===== src/rtl/muldiv_unit.sv =====
// Shared iterative multiply/divide unit producing Hi/Lo for MULT, MULTU, DIV and DIVU.
// Works on operand magnitudes for WIDTH cycles, then applies signs and writes back in FIN.
module muldiv_unit #(
  parameter int WIDTH = 32
) (
  input  logic             clock_i,
  input  logic             reset_i,
  input  logic             start_i,
  input  logic [1:0]       op_i,
  input  logic [WIDTH-1:0] a_i,
  input  logic [WIDTH-1:0] b_i,
  output logic             busy_o,
  output logic             done_o,
  output logic             divZero_o,
  output logic [WIDTH-1:0] hi_o,
  output logic [WIDTH-1:0] lo_o
);

  localparam int CW = $clog2(WIDTH + 1);

  typedef enum logic [1:0] {IDLE, RUN, FIN} state_t;

  state_t             state_q;
  logic [CW-1:0]      cnt_q;
  logic               isDiv_q;
  logic               negRes_q;
  logic               negRem_q;
  logic               zeroPend_q;
  logic               done_q;
  logic               divZero_q;
  logic [WIDTH-1:0]   opR_q;
  logic [2*WIDTH-1:0] acc_q;
  logic [WIDTH-1:0]   hi_q;
  logic [WIDTH-1:0]   lo_q;

  logic               signA_d;
  logic               signB_d;
  logic [WIDTH-1:0]   magA_d;
  logic [WIDTH-1:0]   magB_d;
  logic [WIDTH:0]     mulSum_d;
  logic [2*WIDTH-1:0] mulNext_d;
  logic [WIDTH:0]     remShift_d;
  logic [WIDTH:0]     divDiff_d;
  logic [2*WIDTH-1:0] divNext_d;
  logic [2*WIDTH-1:0] product_d;
  logic [WIDTH-1:0]   quot_d;
  logic [WIDTH-1:0]   rem_d;

  // Operand magnitudes, one shift-add / shift-subtract step, and the final sign fix-up.
  always_comb begin
    signA_d    = ~op_i[0] & a_i[WIDTH-1];
    signB_d    = ~op_i[0] & b_i[WIDTH-1];
    magA_d     = signA_d ? -a_i : a_i;
    magB_d     = signB_d ? -b_i : b_i;

    mulSum_d   = {1'b0, acc_q[2*WIDTH-1:WIDTH]} + (acc_q[0] ? {1'b0, opR_q} : '0);
    mulNext_d  = {mulSum_d, acc_q[WIDTH-1:1]};

    // Remainder lives in the upper half; quotient bits shift into the bottom.
    remShift_d = {acc_q[2*WIDTH-1:WIDTH], acc_q[WIDTH-1]};
    divDiff_d  = remShift_d - {1'b0, opR_q};
    if (divDiff_d[WIDTH]) begin
      divNext_d = {remShift_d[WIDTH-1:0], acc_q[WIDTH-2:0], 1'b0};
    end else begin
      divNext_d = {divDiff_d[WIDTH-1:0], acc_q[WIDTH-2:0], 1'b1};
    end

    product_d  = negRes_q ? -acc_q : acc_q;
    quot_d     = negRes_q ? -acc_q[WIDTH-1:0] : acc_q[WIDTH-1:0];
    rem_d      = negRem_q ? -acc_q[2*WIDTH-1:WIDTH] : acc_q[2*WIDTH-1:WIDTH];
  end

  always_ff @(posedge clock_i) begin
    if (reset_i) begin
      state_q    <= IDLE;
      cnt_q      <= '0;
      isDiv_q    <= 1'b0;
      negRes_q   <= 1'b0;
      negRem_q   <= 1'b0;
      zeroPend_q <= 1'b0;
      done_q     <= 1'b0;
      divZero_q  <= 1'b0;
      opR_q      <= '0;
      acc_q      <= '0;
      hi_q       <= '0;
      lo_q       <= '0;
    end else begin
      done_q <= 1'b0;
      case (state_q)
        IDLE: begin
          if (start_i) begin
            isDiv_q   <= op_i[1];
            negRes_q  <= signA_d ^ signB_d;
            negRem_q  <= signA_d;
            divZero_q <= 1'b0;
            cnt_q     <= CW'(WIDTH);
            if (op_i[1]) begin
              acc_q <= {{WIDTH{1'b0}}, magA_d};
              opR_q <= magB_d;
            end else begin
              acc_q <= {{WIDTH{1'b0}}, magB_d};
              opR_q <= magA_d;
            end
            if (op_i[1] && (b_i == '0)) begin
              zeroPend_q <= 1'b1;
              state_q    <= FIN;
            end else begin
              zeroPend_q <= 1'b0;
              state_q    <= RUN;
            end
          end
        end
        RUN: begin
          acc_q <= isDiv_q ? divNext_d : mulNext_d;
          cnt_q <= cnt_q - CW'(1);
          if (cnt_q == CW'(1)) begin
            state_q <= FIN;
          end
        end
        FIN: begin
          done_q  <= 1'b1;
          state_q <= IDLE;
          // A divide by zero leaves Hi/Lo untouched and only raises the flag.
          if (zeroPend_q) begin
            divZero_q <= 1'b1;
          end else if (isDiv_q) begin
            hi_q <= rem_d;
            lo_q <= quot_d;
          end else begin
            hi_q <= product_d[2*WIDTH-1:WIDTH];
            lo_q <= product_d[WIDTH-1:0];
          end
        end
        default: state_q <= IDLE;
      endcase
    end
  end

  assign busy_o    = (state_q != IDLE);
  assign done_o    = done_q;
  assign divZero_o = divZero_q;
  assign hi_o      = hi_q;
  assign lo_o      = lo_q;

endmodule


===== config.mk =====
export PLATFORM = sky130hd
export DESIGN_NAME = muldiv_unit
export DESIGN_NICKNAME = d
export VERILOG_FILES = /design/src/rtl/muldiv_unit.sv
export SDC_FILE = /design/constraint.sdc
export NUM_CORES = 1
export LEC_CHECK = 0
export CORE_MARGIN = 4
export CORE_UTILIZATION = 40
export CTS_CLUSTER_SIZE = 8
export DETAILED_ROUTE_END_ITERATION = 12
export PLACE_DENSITY_LB_ADDON = 0.3
export RECOVER_POWER = 25
export SKIP_LAST_GASP = 1
export SYNTH_ARGS = -nofsm -noshare
export SYNTH_HDL_FRONTEND = slang
export SYNTH_SLANG_ARGS = --single-unit

===== constraint.sdc =====
create_clock -name clock_i -period 8.1 [get_ports clock_i]
set_input_delay 0.81 -clock clock_i [delete_from_list [all_inputs] [get_ports clock_i]]
set_output_delay 0.81 -clock clock_i [all_outputs]
set_load 0.02 [all_outputs]

==> out/qor.txt <==
Post-synth ARST share -> 0%
Final Max Tran Viols -> 159
final hold violations -> 0
most numerous cell in the Yosys netlist -> nor2_1
P_int -> 0.00165 W
Leak -> 6.35 nW
post-CTS setup buffers -> 0
critical path class -> input port to flip-flop
register area share after synthesis -> 23.9%
P_sw -> 0.00103 W
Residual DRC -> 0
final core utilization -> 46.6%
total track usage -> 24.7%
Compound-Gate Fraction of Synth Area -> 27.8%
first-pass GRT wire length -> 78300 um
synth top area cells -> dfxtp_1 (24%), nor2_1 (6.1%), ha_1 (6.0%)
CP arrival -> 5540 ps
Layout Cell Area excl Fill -> 0.0166 mm^2
GP Congestion -> 0.975
Top Ports -> 136
worst endpoint required time -> 8300 ps
logic gate share of total power -> 32.7%
CTS Hold Bufs -> 0
Hold Path Class -> flip-flop to flip-flop
Slew HR -> -130%
worst hold path depth -> 2
P&R area growth vs syn -> 14.4%
vias in the first global route -> 13800
PostCTS Resize Cnt -> 0
Distinct cells, synth -> 92
share of layout cells above drive strength 1 -> 4.85%
CORE AREA -> 0.0357 mm^2
post-synthesis instance total -> 1964
Simple-Gate Fraction of Synth Area -> 22.3%
sw frac -> 38.4%
Final period util -> 66.0%
max_cap viols -> 3
most common library cells after synthesis -> nor2_1 (237), nand2_1 (187), dfxtp_1 (174), a21oi_1 (164), o21ai_0 (118)
post-route non-filler standard cell count -> 2481
Max VDD drop -> 0.161 mV
placed cell count -> 2449
DP Area -> 0.0161 mm^2
H-tree levels -> 4
Pwr per Cell Area -> 161 mW/mm^2
EDFF count, synth -> 0
Primary FF master, synth -> dfxtp_1
Setup TNS Final -> 0 ps
total gr overflow -> 0
Critical R2R Launch -> acc_q[31]$_SDFFE_PP0P_
Worst Reg-to-Reg Cells -> 13
cell area after synthesis -> 0.0145 mm^2
Buffers on Ports -> 135
worst slew pin tran -> 3450 ps
Flop pwr share -> 36.5%
CP Max Fanout -> 77
CP endpoint kind -> flip-flop
clock-pin slew on the worst setup and hold paths -> 80 ps
Yosys Warn Count -> 0
die area -> 0.0395 mm^2
row cnt -> 69
post-synthesis xor/xnor area fraction -> 9.45%
mux share of post-synthesis cell area -> 4.60%
Synth Register Bits -> 174
end of the worst register-to-register path -> acc_q[62]$_SDFFE_PP0P_
Achievable Freq -> 187 MHz
wire length per cell -> 20.2 um
Root Buffer -> clkbuf_16
Inserted Diodes -> 0
Sink Count -> 174
DP HPWL -> 39000 um
Initial Util -> 40.7%
TritonCTS clock tree -> done
Post-Route Skew -> 18.8 ps
flop2flop setup slack -> 3980 ps
TritonCTS buffer count -> 17
nets -> 2148
Final setup viols -> 0
unrepaired setup endpoints after global routing -> no
status -> finished with violations
via count -> 14900
DRT iter0 DRCs -> 1655
clock share of power -> 30.8%
largest net degree at the start of global routing -> 101
failing checks -> capacitance limit, slew limit
post-DR vias/cell -> 6.03
die height -> 199 um
drt first pass iters -> 6
syn nets -> 2105
Tmin final -> 5350 ps
Mean Syn Cell Area -> 7.41 um^2
initial antenna violation count -> 0
largest family of logic cells by synthesized area -> compound AO/OA/AOI/OAI gates
Hold Crit Endpoint -> lo_o[19]$_SDFFE_PP0P_
Final ANT Viol Nets -> 0
Clock Tree Buf Depth -> 2
Total Wirelength -> 50200 um
adder-cell area share of the yosys netlist -> 6.30%
top cell type's share of synthesized area -> 23.9%
Skew-Pair Late Insertion Delay -> 470 ps
HP Start -> lo_o[19]$_SDFFE_PP0P_
most area-hungry cell type in the Yosys netlist -> dfxtp_1
Die X-Extent -> 199 um
Critical Path Start Type -> input port
kinds of logic after synthesis:
logic type	after synthesis
and+or+nand+nor	674
AOI/OAI and AO/OA	617
buffers and inverters	204
DFF	174
xor gates and xnor gates	157
adders and majority gates	72
muxes	66
sequential cells by signal, indices dropped and copies added, names as in the netlist, 2 cells and up:
name     flops
lo_o        32
opR_q       32
cnt_q        6
acc_q       64
hi_o        32
state_q      2
how the worst max path moves through the flow:
stage	startpoint	slack (ps)	to
after global placement	acc_q[31]$_SDFFE_PP0P_	4150	acc_q[62]$_SDFFE_PP0P_
after global routing	reset_i	2420	acc_q[21]$_SDFFE_PP0P_
after detailed placement	acc_q[31]$_SDFFE_PP0P_	4030	acc_q[62]$_SDFFE_PP0P_
final	reset_i	2750	acc_q[21]$_SDFFE_PP0P_
after CTS	acc_q[31]$_SDFFE_PP0P_	4000	acc_q[62]$_SDFFE_PP0P_
after floorplan	acc_q[31]$_SDFFE_PP0P_	4900	acc_q[62]$_SDFFE_PP0P_
cell usage in the layout (no fill, tap or decap), types with 16 or more instances in the layout:
cell	instances
nand2b_1	26
nor3_1	37
dfxtp_1	173
a211oi_1	81
dlygate4sd3_1	54
or3_1	25
o31ai_1	22
inv_1	75
clkbuf_16	17
clkdlybuf4s50_1	79
o211ai_1	31
xnor2_1	91
nand3_1	41
o21ai_0	118
a21oi_1	164
mux2i_1	62
ha_1	70
a311oi_1	16
nand2_1	187
a22oi_1	18
a31oi_1	28
nor2_1	235
a21o_1	36
xor2_1	66
layer usage:
layer,vias up,track usage [%],wire length (um)
met5,-,0,0
met4,0,5.93,974
met3,71,3.40,3540
met2,621,38.0,22000
met1,7053,36.6,23700
li1,7204,-,-
worst max-delay path: stages:
cell	delay, ps
buf_4	270
clkbuf_1	1540
clkbuf_1	2520
o22ai_1	340
area by class of cell:
type | count | area (um^2)
Fill cell | 3596 | 19100
Multi-Input combinational cell | 1586 | 10300
Sequential cell | 174 | 3480
Timing Repair Buffer | 152 | 1460
Tap cell | 461 | 577
Clock buffer | 17 | 425
Inverter | 76 | 285
Clock inverter | 15 | 149
through the flow:
step	setup slack, ps	total power [W]	hold slack [ps]
2_1_floorplan	4900	0.00159	432
3_3_place_gp	4150	0.00185	443
3_5_place_dp	4030	0.00185	445
4_1_cts	4000	0.00267	454
5_1_grt	2420	0.00281	466
6_report	2750	0.00268	447
power by group through the flow:
stage	combinational, W	sequential [W]	clock, W
after floorplan	0.000641	0.000953	0
after global placement	0.000857	0.000990	0
after detailed placement	0.000861	0.000992	0
after CTS	0.000865	0.000972	0.000834
after global routing	0.000958	0.000981	0.000868
final	0.000875	0.000976	0.000825
(Power assumes the default switching activity.)
